File: config.mk
export PLATFORM = sky130hd
export DESIGN_NAME = ys_poly_small_ctrl
export DESIGN_NICKNAME = d
export VERILOG_FILES = /design/src/rtl/ys_poly_small_ctrl.sv
export SDC_FILE = /design/constraint.sdc
export NUM_CORES = 1
export LEC_CHECK = 0
export ABC_AREA = 0
export BUFFER_PORTS_ARGS = -buffer_cell sky130_fd_sc_hd__buf_2
export CAP_MARGIN = 10
export CORE_UTILIZATION = 50
export DETAILED_ROUTE_END_ITERATION = 6
export GPL_TIMING_DRIVEN = 0
export PLACE_DENSITY = 0.78
export SLEW_MARGIN = 30
export SYNTH_ARGS = -nofsm -noshare
export SYNTH_HDL_FRONTEND = slang
export SYNTH_SLANG_ARGS = --single-unit
export TNS_END_PERCENT = 1
File: constraint.sdc
create_clock -name clk -period 2 [get_ports clk]
set_input_delay 0.5 -clock clk [delete_from_list [all_inputs] [get_ports clk]]
set_output_delay 0.5 -clock clk [all_outputs]
set_load 0.005 [all_outputs]
File: src/rtl/ys_poly_small_ctrl.sv
// Read/write sequencer for a mode-3 pass: streams RAM1 beats (two words each)
// through the datapath and writes results to RAM2 RD_LAT cycles later.
module ys_poly_small_ctrl #(
    parameter int unsigned NTRU_N = 509,
    parameter int unsigned AW     = 7,
    parameter int unsigned RD_LAT = 1
) (
    input  logic          clk,
    input  logic          rst,
    input  logic          start,
    output logic          busy,
    output logic          done,
    output logic          ram1_ena,
    output logic          ram1_enb,
    output logic [AW-1:0] ram1_addra,
    output logic [AW-1:0] ram1_addrb,
    output logic          ram2_wea,
    output logic          ram2_web,
    output logic [AW-1:0] ram2_addra,
    output logic [AW-1:0] ram2_addrb,
    output logic          f_ctr
);

    localparam int unsigned BEATS = (NTRU_N + 7) / 8;
    localparam int unsigned KW    = $clog2(BEATS + 1);

    if (RD_LAT < 1 || RD_LAT > 2) begin : g_bad_lat
        $error("ys_poly_small_ctrl: RD_LAT must be 1 or 2");
    end
    if (BEATS * 2 > (1 << AW)) begin : g_bad_aw
        $error("ys_poly_small_ctrl: AW too small for 2*BEATS words");
    end

    typedef enum logic [1:0] {IDLE, READ, DRAIN, DONE} state_t;

    state_t        state;
    logic [KW-1:0] k;
    logic [KW-1:0] k_inc;
    logic          src_v;
    logic [KW-1:0] src_k;

    assign k_inc = k + KW'(1);

    // {valid, beat} of the read whose data arrives in the next cycle
    if (RD_LAT == 1) begin : g_lat1
        assign src_v = ram1_ena;
        assign src_k = k;
    end else begin : g_latn
        logic          pv [RD_LAT-1];
        logic [KW-1:0] pk [RD_LAT-1];

        always_ff @(posedge clk) begin
            if (rst) begin
                for (int i = 0; i < int'(RD_LAT) - 1; i++) begin
                    pv[i] <= 1'b0;
                    pk[i] <= '0;
                end
            end else begin
                pv[0] <= ram1_ena;
                pk[0] <= k;
                for (int i = 1; i < int'(RD_LAT) - 1; i++) begin
                    pv[i] <= pv[i-1];
                    pk[i] <= pk[i-1];
                end
            end
        end

        assign src_v = pv[RD_LAT-2];
        assign src_k = pk[RD_LAT-2];
    end

    always_ff @(posedge clk) begin
        if (rst) begin
            state      <= IDLE;
            k          <= '0;
            busy       <= 1'b0;
            done       <= 1'b0;
            ram1_ena   <= 1'b0;
            ram1_enb   <= 1'b0;
            ram1_addra <= '0;
            ram1_addrb <= '0;
            ram2_wea   <= 1'b0;
            ram2_web   <= 1'b0;
            ram2_addra <= '0;
            ram2_addrb <= '0;
            f_ctr      <= 1'b1;
        end else begin
            done       <= 1'b0;
            ram2_wea   <= src_v;
            ram2_web   <= src_v;
            ram2_addra <= src_v ? AW'({src_k, 1'b0}) : '0;
            ram2_addrb <= src_v ? AW'({src_k, 1'b1}) : '0;
            f_ctr      <= !(src_v && src_k == '0);

            case (state)
                IDLE: begin
                    if (start) begin
                        state      <= READ;
                        k          <= '0;
                        busy       <= 1'b1;
                        ram1_ena   <= 1'b1;
                        ram1_enb   <= 1'b1;
                        ram1_addra <= '0;
                        ram1_addrb <= AW'(1);
                    end
                end
                READ: begin
                    if (k == KW'(BEATS - 1)) begin
                        state      <= DRAIN;
                        ram1_ena   <= 1'b0;
                        ram1_enb   <= 1'b0;
                        ram1_addra <= '0;
                        ram1_addrb <= '0;
                    end else begin
                        k          <= k_inc;
                        ram1_addra <= AW'({k_inc, 1'b0});
                        ram1_addrb <= AW'({k_inc, 1'b1});
                    end
                end
                DRAIN: begin
                    // the write now on the outputs is the last one
                    if (!src_v) begin
                        state <= DONE;
                        done  <= 1'b1;
                        busy  <= 1'b0;
                    end
                end
                DONE: begin
                    state <= IDLE;
                end
                default: begin
                    state <= IDLE;
                end
            endcase
        end
    end

endmodule
# == Word level (Yosys, flattened, before mapping) ==
# Index checks and enable logic that the tools add are counted.
# word_totals
out_inout_bits,35
wordCells,55
reg_bits,36
# classes
muxes,19
eq_ne,8
reduce_logical,13
n_addsub,1
bitwise,2
# op_table
operator,n
$pmux W7 S2,3
$mux W7,5
$reduce_and A3 Y1,4
$ne A2 B2 Y1 const B,4
$pmux W2 S4,1
$add A7 B1 Y7 const B,1
$eq A7 B6 Y1 const B,1
$logic_not A7 Y1,1
$mux W2,3
$mux W1,5
$eq A2 B2 Y1 const B,2
$pmux W1 S2,2
$reduce_bool A2 Y1,2
$reduce_or A2 Y1,2
$eq A2 B1 Y1 const B,1
$logic_not A2 Y1,1
$not A1 Y1,2
$reduce_and A2 Y1,1
$logic_and A1 B1 Y1,1
$logic_not A1 Y1,1

# == Longest topological paths before layout ==
# Gate-level depths: netlist of the first run.
# depth
word_depth,3
mapped_depth,7
mapped_depth_nobuf,6

# == Least setup slack after synthesis of the first run ==
# Ideal clock, no wire load.
# synth_path
path_type,register to register
start,reg k[1]
end,reg state[0]
t_arrival_ns,1.473
synth_period_minus_slack_ns,1.559
setup_slack_ns,0.441
stages_incl_launch_ff,6
cell_sequence,dfxtp_1 ha_1 and3b_2 nand2_4 a221o_1 a211oi_1
# synth_between
elab_chain_cells,3
# synth_lines
element,line_no,source
start: declaration,37,logic [KW-1:0] k;
start signal: assignment,115,k <= k_inc;
$eq A7 B6 Y1,108,if (k == KW'(BEATS - 1)) begin
$ne A2 B2 Y1 (no line),-,
$reduce_and A3 Y1 (no line),-,
end signal: assignment,109,state <= DRAIN;
end signal: assignment,123,state <= DONE;
end signal: assignment,129,state <= IDLE;
end: declaration,36,state_t state;
# Every way passes these cells.
# A chain may end at the register's enable or synchronous reset.

# == Worst setup path in the final report of the first run ==
# layout_path
start,reg state[0]
end,reg k[4]
# layout_between
elab_chain_cells,3
elab_cells_between_ends,7
# layout_lines
element,line_no,source
start signal: assignment,74,state <= IDLE;
start signal: assignment,98,state <= READ;
start signal: assignment,109,
$eq A2 B1 Y1 or $logic_not A2 Y1 (tied branches),95,case (state)
$ne A2 B2 Y1 (no line) or $reduce_bool A2 Y1 (tied branches),-,
$reduce_and A3 Y1 (no line),-,
# Several ways; a longest one is shown, not always the timed one.

==> out/qor.yml, run 1 <==
status:
  status: "complete, no violations"
grt:
  grt_pass1_vias: 972
  track_usage: 0.212
  grt_pass1_wl_um: 4280
  grt_antenna_before_repair: 0
  grt_max_degree: 15
  gr-total-overflow: 0
logic_synthesis:
  synthAdderAreaFrac: 0.0584
  async_flop_share: 0
  synth.most_common_cell: "dfxtp_1"
  ys_seq_area_frac: 0.420
  synth_compound_area_frac: 0.144
  synth_top_family_by_area: "simple AND/OR/NAND/NOR gates"
  netlist-cell-type-count: 38
  yosys-mux-area-fraction: 0.0272
  ys.warnings.count: 0
  synth.largest_area_cell: "dfxtp_1"
  synth_common_cells: "27 x dfxtp_1, 17 x buf_4, 15 x nand2_1"
  synth-simple-area-share: 0.193
  synth_area_per_cell_um2: 9.39
  ys_top_cells_by_area: "dfxtp_1 42%, buf_4 9.9%, ha_1 5.8%"
  netlist_area_mm2: 0.00129
  yosysTopAreaCellShare: 0.420
  synth_xor_area_frac: 0.0272
  ys.flop_type: "dfxtp_1"
  synthesis.instances: 137
  synth_edf_count: 0
  ys_ff_latch: 27
cts:
  htreeDepth: 1
  insertion_delay_ns: 0.32
  post-cts-setup-buffer-count: 0
  ctsHoldBuffers: 0
  clk_pin_slew_ns: 0.13
  cts-root-buf: "clkbuf_4"
  cts_resized: 0
  cts_made_buffers: 3
  cts_tree: "yes"
  clock_sinks: 27
  cts.path.max_buffers: 2
floorplanning:
  die_w_um: 52.7
  core-area_mm2: 0.00245
  initial_core_util: 0.524
  io_pins: 38
  dieArea_mm2: 0.00278
  die_height_um: 52.7
  placementRows: 18
final_layout:
  multi_input_area_um2: 598
  n_antenna_cell: 0
  layout-drive-gt1-share: 0.373
  final_nets: 187
  fin_area_mm2: 0.00154
  area.growth.synth_to_final_pct: 19.8
  seqCellArea_um2: 541
  fillers: 226
pwr:
  ir_drop_mv: 0.757
  power.density_mw_per_mm2: 981
  fin_total_pwr_mw: 1.51
  p_leak_nw: 0.740
timing:
  fin_crit_sh: 0.907
  rsz0062_at_grt: "no"
  fmax_ghz: 0.552
  setup_tns_ns: 0
  finalCriticalPeriod_ns: 1.81
  holdWs_ns: 0.452
  hold_viol_final: 0
  final_max_slew_viol_count: 0
  fin_skew_ns: 0.00129
  setup_viol: 0
routing:
  drt_iter0_markers: 23
  ant_nets: 0
  vias_per_cell: 5.22
  drc: 0
  drt-total-wl_um: 2520
  dr.pass1.iters: 4
  vias: 1080
  wl_per_cell_um: 12.2
placement:
  place.gp.congestion: 0.841
  port_buffers: 35
  hpwl_um: 1920
  postPlaceCellArea_mm2: 0.00150
setup_path:
  critPathMaxFanout: 10
  end_kind: "flip-flop"
  critPathKind: "reg2reg"
  startpoint_type: "flip-flop"
  critPathRequiredTime_ns: 2.26
  cp_data_arrival_time_ns: 2.07
job:
  cap_viol_max_count: 0
worst_hold_path:
  hp-class: "in2reg"
[path summary, 6_finish.rpt]
kind	cells after the start	startpoint	end	slack (ns)
setup reg to reg	6	state[0]	k[4]	0.19
hold / removal	2	rst	ram2_web	0.45
hold reg to reg	2	ram1_addrb[0]	ram1_addrb[0]	0.46
setup / recovery	6	state[0]	k[4]	0.19
[sequential cells by signal, indices dropped and copies added, names as in the netlist]
register,cells
f_ctr,1
ram2_addrb,6
k,7
ram2_web,1
ram1_enb,1
done,1
ram1_addrb,6
state,2
busy,1
ram1_addra,1
[routing by layer]
layer	part of all wire	up-vias	wire length (um)	GRT usage
met4	0.019	0	47	0.0921
met3	0.056	7	142	0.0261
met1	0.42	502	1050	0.255
li1	-	530	-	-
met5	0	-	0	0
met2	0.51	41	1280	0.371
[through the flow]
step / util / cells / setup slack [ns]
4_1_cts: 0.623 / 207 / 0.113
5_1_grt: 0.628 / 207 / 0.0287
3_3_place_gp: 0.612 / 203 / 0.229
2_1_floorplan: - / 138 / 0.441
6_report: 0.628 / 207 / 0.187
3_5_place_dp: 0.612 / 203 / 0.133
[critical path: stages (launching register included)]
cell	delay, ns
dfxtp_1	0.37
inv_1	0.09
ha_1	0.29
mux2i_4	0.27
a211oi_2	0.43
nand2_1	0.14
a21oi_1	0.16
[power breakdown]
group | switching, mW | total, mW | internal (mW)
clock | 0.149 | 0.227 | 0.0781
combinational | 0.336 | 0.618 | 0.282
sequential | 0.0548 | 0.667 | 0.612
total | 0.539 | 1.51 | 0.972
[layout make-up]
cell class	instances	area share
multi-input cells	85	0.388
inverters	5	0.0122
repair buffers	35	0.114
well taps	30	0.0244
plain buffers	21	0.0942
clock buffers	4	0.0170
flip-flops and latches	27	0.351
[cell usage in the layout (no fill, tap or decap), types with 3 or more instances in the layout]
cell type and count:
a21oi_1 12, and2_1 6, buf_2 37, buf_4 17
clkbuf_1 3, clkbuf_4 3, dfxtp_1 27, ha_1 5
inv_1 5, nand2_1 15, nand2b_1 3, nand3_1 5
nand3b_1 3, o21ai_0 3
[logic make-up after synthesis]
logic type / after synthesis
AOI/OAI and AO/OA: 26
xor gates and xnor gates: 4
adders and majority gates: 6
buffers and inverters: 26
DFF: 27
muxes: 3
other: 1
and+or+nand+nor: 44
Note: power is estimated with default switching activity, not from simulation.
==> run 2: changes to the inputs <==
Settings changed: CORE_UTILIZATION 50 to 34, PLACE_DENSITY 0.78 to unset.
==> run 2 against run 1 <==
Against the previous run:
- worst setup slack lost 0.0049 ns
- utilization down 17 points
- global-route usage is 8.3 points lower
- critical path depth increased by 1
- die area up 45%
- final area rose by 2.4%
- largest power group unchanged
==> out/qor.yml, run 2 (synthesis gave the netlist of run 1 again) <==
placement:
  port_buffers: 35  # unchanged
  place.gp.congestion: 0.794  # was 0.841
  dp_cells: 219  # was 203
  hpwl_um: 1910  # was 1920 um
  dp_slack_ns: 0.138  # was 0.133 ns
timing:
  fin_crit_sh: 0.909  # was 0.907
  fin_skew_ns: 0.00248  # was 0.00129 ns
  final_max_slew_viol_count: 0  # unchanged
  finalCriticalPeriod_ns: 1.82  # was 1.81 ns
  hold_viol_final: 0  # unchanged
  fmax_ghz: 0.550  # was 0.552 GHz
  setup_tns_ns: 0  # unchanged
  holdWs_ns: 0.458  # was 0.452 ns
  setup_viol: 0  # unchanged
  rsz0062_at_grt: "no"  # unchanged
  fin_ws_ns: 0.182  # was 0.187 ns
cts:
  htreeDepth: 1  # unchanged
  cts_resized: 0  # unchanged
  insertion_delay_ns: 0.26  # was 0.32 ns
  ctsHoldBuffers: 0  # unchanged
  post-cts-setup-buffer-count: 0  # unchanged
  cts.path.max_buffers: 2  # unchanged
  cts-root-buf: "clkbuf_8"  # was clkbuf_4
  clock_sinks: 27  # unchanged
  cts_made_buffers: 3  # unchanged
  cts_tree: "yes"  # unchanged
  clk_pin_slew_ns: 0.09  # was 0.13 ns
floorplanning:
  initial_core_util: 0.371  # was 0.524
  io_pins: 38  # unchanged
  die_w_um: 63.5  # was 52.7 um
  core-area_mm2: 0.00347  # was 0.00245 mm^2
  placementRows: 21  # was 18
  dieArea_mm2: 0.00403  # was 0.00278 mm^2
  die_height_um: 63.5  # was 52.7 um
setup_path:
  cp_num_buf_inv: 3  # was 1
  cpPeakStageDelay_ns: 0.53  # was 0.43 ns
  critPathMaxFanout: 9  # was 10
  crit_family: "compound AO/OA/AOI/OAI gates"  # unchanged
  end_kind: "flip-flop"  # unchanged
  cp_data_arrival_time_ns: 2.00  # was 2.07 ns
  worstPathCellList: "inv_1 -> ha_1 -> buf_2 -> inv_1 -> o41ai_4 -> nor2_1 -> a211oi_1"  # was inv_1 -> ha_1 -> mux2i_4 -> a211oi_2 -> nand2_1 -> a21oi_1
  critPathRequiredTime_ns: 2.18  # was 2.26 ns
  critPathKind: "reg2reg"  # unchanged
  crit_top_cell: "inv_1"
  startpoint_type: "flip-flop"  # unchanged
  slowest_stage: "o41ai_4"  # was a211oi_2
final_layout:
  fillers: 359  # was 226
  top_register: "k"  # unchanged
  stdcell_count: 223  # was 207
  layout_common_cells: "37 x buf_2, 27 x dfxtp_1, 17 x buf_4, 15 x nand2_1, 12 x a21oi_1"  # unchanged
  n_antenna_cell: 0  # unchanged
  largest_reg_flops: 7  # unchanged
  area.growth.synth_to_final_pct: 22.7  # was 19.8%
  seqCellArea_um2: 541  # unchanged
  layout-drive-gt1-share: 0.373  # unchanged
  top_regs: "k (7), ram1_addrb (6), ram2_addrb (6)"  # unchanged
  final_nets: 187  # unchanged
  final_common_cell: "buf_2"  # unchanged
  multi_input_area_um2: 594  # was 598 um^2
status:
  status: "complete, no violations"  # unchanged
routing:
  vias_per_cell: 4.63  # was 5.22
  drt_iter0_markers: 35  # was 23
  dr.pass1.iters: 4  # unchanged
  vias: 1033  # was 1080
  drt-total-wl_um: 2540  # was 2520 um
  drc: 0  # unchanged
  wl_per_cell_um: 11.4  # was 12.2 um
  ant_nets: 0  # unchanged
pwr:
  seqPwrFrac: 0.422  # was 0.441
  pwr-share-comb: 0.389  # was 0.409
  power_frac_clock: 0.188  # was 0.150
  power.density_mw_per_mm2: 999  # was 981 mW/mm^2
  swShare: 0.348  # was 0.357
  ir_drop_mv: 0.555  # was 0.757 mV
  p_int_mw: 1.03  # was 972 uW
  p_leak_nw: 0.753  # was 0.740 nW
  p_sw_uw: 548  # was 539 uW
job:
  cap_viol_max_count: 0  # unchanged
grt:
  grt_antenna_before_repair: 0  # unchanged
  grt_max_degree: 16  # was 15
  grt_pass1_wl_um: 4150  # was 4280 um
  grt_pass1_vias: 944  # was 972
  track_usage: 0.128  # was 0.212
  gr-total-overflow: 0  # unchanged
worst_hold_path:
  hp-class: "reg2reg"  # was in2reg
[run 2: metrics by stage]
stage,total power [mW],cell area (um^2),util
floorplan,1.09,1290,-
global placement,1.25,1520,0.439
detailed placement,1.27,1520,0.439
CTS,1.57,1570,0.452
global route,1.70,1580,0.455
finish,1.58,1580,0.455
[run 2: final cells by class]
type / instances / area share
multi-input combinational: 85 / 0.377
timing repair buffer: 35 / 0.111
tap: 46 / 0.0365
clock buffer: 3 / 0.0262
inverter: 5 / 0.0119
sequential: 27 / 0.343
clock inverter: 1 / 0.00317
buffer: 21 / 0.0920
[run 2: final timing paths]
| check | from | endpoint | slack [ns] | cells past startpoint |
|---|---|---|---|---|
| min reg2reg | ram1_addrb[0] | ram1_addrb[0] | 0.46 | 2 |
| max | state[1] | k[0] | 0.18 | 7 |
| max reg2reg | state[1] | k[0] | 0.18 | 7 |
| min | ram1_addrb[0] | ram1_addrb[0] | 0.46 | 2 |
[run 2: worst min-delay path, cell delays in order (launching register included)]
cell	delay, ns
dfxtp_1	0.31
nand2_1	0.05
a21oi_1	0.05
[run 2: per-layer routing]
layer  track usage  wire length (um)  share of wire  vias to the layer above
met2         0.231              1270           0.50                       25
met3        0.0163               110          0.043                        2
met5             0                 0              0                        -
met1         0.157              1150           0.45                      479
met4        0.0341                13         0.0051                        0
li1              -                 -              -                      527
[run 2: power by group through the flow]
stage	Combinational, mW	Clock [mW]	Sequential [mW]
finish	0.613	0.297	0.666
global route	0.682	0.343	0.675
CTS	0.591	0.310	0.667
detailed placement	0.587	0	0.680
global placement	0.569	0	0.676
floorplan	0.417	0	0.676
==> run 3: changes to the inputs <==
Settings changed: CAP_MARGIN 10 to 15, CTS_BUF_LIST set to sky130_fd_sc_hd__clkbuf_16.
==> run 3 against run 2 <==
Against the previous run:
- combinational power hardly changed
- register-to-register slack barely moved
- utilization increased by 0.97 points
- sequential share of layout area is 0.72 points lower
- sequential cell count stayed put
- critical endpoint unchanged
==> out/qor.yml, run 3 (synthesis gave the netlist of run 1 again) <==
timing:
  setup_viol: 0  # unchanged
  fin_ws_ns: 0.190  # was 0.182 ns
  final_max_slew_viol_count: 0  # unchanged
  finalCriticalPeriod_ns: 1.81  # was 1.82 ns
  fmax_ghz: 0.552  # was 0.550 GHz
  setup_tns_ns: 0  # unchanged
  hold_viol_final: 0  # unchanged
  fin_skew_ns: 0.00406  # was 0.00248 ns
  fin_crit_sh: 0.905  # was 0.909
  rsz0062_at_grt: "no"  # unchanged
setup_path:
  critPathKind: "reg2reg"  # unchanged
  reg2reg_depth: 7  # unchanged
  critPathMaxFanout: 9  # unchanged
  end_kind: "flip-flop"  # unchanged
  critPathRequiredTime_ns: 2.17  # was 2.18 ns
  startpoint_type: "flip-flop"  # unchanged
  cp_data_arrival_time_ns: 1.98  # was 2.00 ns
routing:
  ant_nets: 0  # unchanged
  wl_per_cell_um: 11.7  # was 11.4 um
  drt_iter0_markers: 29  # was 35
  vias: 1040  # was 1033
  drt-total-wl_um: 2600  # was 2540 um
  dr.pass1.iters: 4  # unchanged
  drc: 0  # unchanged
  vias_per_cell: 4.66  # was 4.63
final_layout:
  top_register: "k"  # unchanged
  n_antenna_cell: 0  # unchanged
  fillers: 355  # was 359
  final_nets: 187  # unchanged
  area.growth.synth_to_final_pct: 25.3  # was 22.7%
  top_regs: "k (7), ram1_addrb (6), ram2_addrb (6)"  # unchanged
  layout-drive-gt1-share: 0.373  # unchanged
  layout_common_cells: "37 x buf_2, 27 x dfxtp_1, 17 x buf_4, 15 x nand2_1, 12 x a21oi_1"  # unchanged
  final_common_cell: "buf_2"  # unchanged
  largest_reg_flops: 7  # unchanged
grt:
  grt_pass1_vias: 951  # was 944
  gr-total-overflow: 0  # unchanged
  grt_antenna_before_repair: 0  # unchanged
  grt_pass1_wl_um: 4220  # was 4150 um
  track_usage: 0.132  # was 0.128
  grt_max_degree: 16  # unchanged
pwr:
  ir_drop_mv: 0.584  # was 0.555 mV
  power.density_mw_per_mm2: 1070  # was 999 mW/mm^2
  p_leak_nw: 0.768  # was 0.753 nW
worst_hold_path:
  holdPathStages: 2  # unchanged
  hp-class: "reg2reg"  # unchanged
cts:
  cts_tree: "yes"  # unchanged
  cts_resized: 0  # unchanged
  post-cts-setup-buffer-count: 0  # unchanged
  ctsHoldBuffers: 0  # unchanged
  clock_sinks: 27  # unchanged
  clk_pin_slew_ns: 0.07  # was 0.09 ns
  cts-root-buf: "clkbuf_16"  # was clkbuf_8
  htreeDepth: 1  # unchanged
  cts.path.max_buffers: 2  # unchanged
  insertion_delay_ns: 0.26  # about the same
  cts_made_buffers: 3  # unchanged
status:
  status: "complete, no violations"  # unchanged
placement:
  port_buffers: 35  # unchanged
  place.gp.congestion: 0.794  # unchanged
  dp_slack_ns: 0.138  # unchanged
  hpwl_um: 1910  # unchanged
floorplanning:
  io_pins: 38  # unchanged
  core-area_mm2: 0.00347  # unchanged
  initial_core_util: 0.371  # unchanged
  die_height_um: 63.5  # unchanged
  dieArea_mm2: 0.00403  # unchanged
  placementRows: 21  # unchanged
  die_w_um: 63.5  # unchanged
job:
  cap_viol_max_count: 0  # unchanged
[run 3: metrics by stage]
stage	util	instance area, um^2	instances	hold WS, ns	total power [mW]
after floorplan	-	1290	138	0.453	1.09
after global placement	0.439	1520	219	0.444	1.25
after detailed placement	0.439	1520	219	0.452	1.27
after CTS	0.462	1600	223	0.461	1.71
after global routing	0.465	1610	223	0.483	1.85
final	0.465	1610	223	0.454	1.72
[run 3: power breakdown]
| part | internal [mW] | total [mW] | switching [mW] | leakage [nW] |
|---|---|---|---|---|
| registers | 0.613 | 0.666 | 0.0533 | 0.219 |
| clock network | 0.269 | 0.446 | 0.177 | 0.0409 |
| logic | 0.277 | 0.613 | 0.336 | 0.508 |
| total | 1.16 | 1.72 | 0.566 | 0.768 |
[run 3: routing by layer]
metal | part of all wire | GRT usage
met5 | 0 | 0
met4 | 0.0050 | 0.0426
met2 | 0.51 | 0.234
met3 | 0.044 | 0.0163
met1 | 0.44 | 0.162
[run 3: path summary, 6_finish.rpt]
path	from	to	slack, ns
max reg2reg	state[1]	k[0]	0.19
max	state[1]	k[0]	0.19
min	ram1_addrb[0]	ram1_addrb[0]	0.45
min reg2reg	ram1_addrb[0]	ram1_addrb[0]	0.45
[run 3: worst max-delay path, cell delays in order (launching register included)]
cell and delay, ns:
dfxtp_1 0.32, inv_1 0.10, ha_1 0.14, buf_2 0.20, inv_1 0.13, o41ai_4 0.53, nor2_1 0.09, a211oi_1 0.21
[run 3: final cells by class]
cell class,count,area [um^2],share of cell area
multi-input combinational,85,594,0.369
inverter,5,18.8,0.0116
sequential,27,541,0.335
tap,46,57.6,0.0357
buffer,21,145,0.0901
clock inverter,1,5.00,0.00311
timing repair buffer,35,175,0.109
clock buffer,3,75.1,0.0466
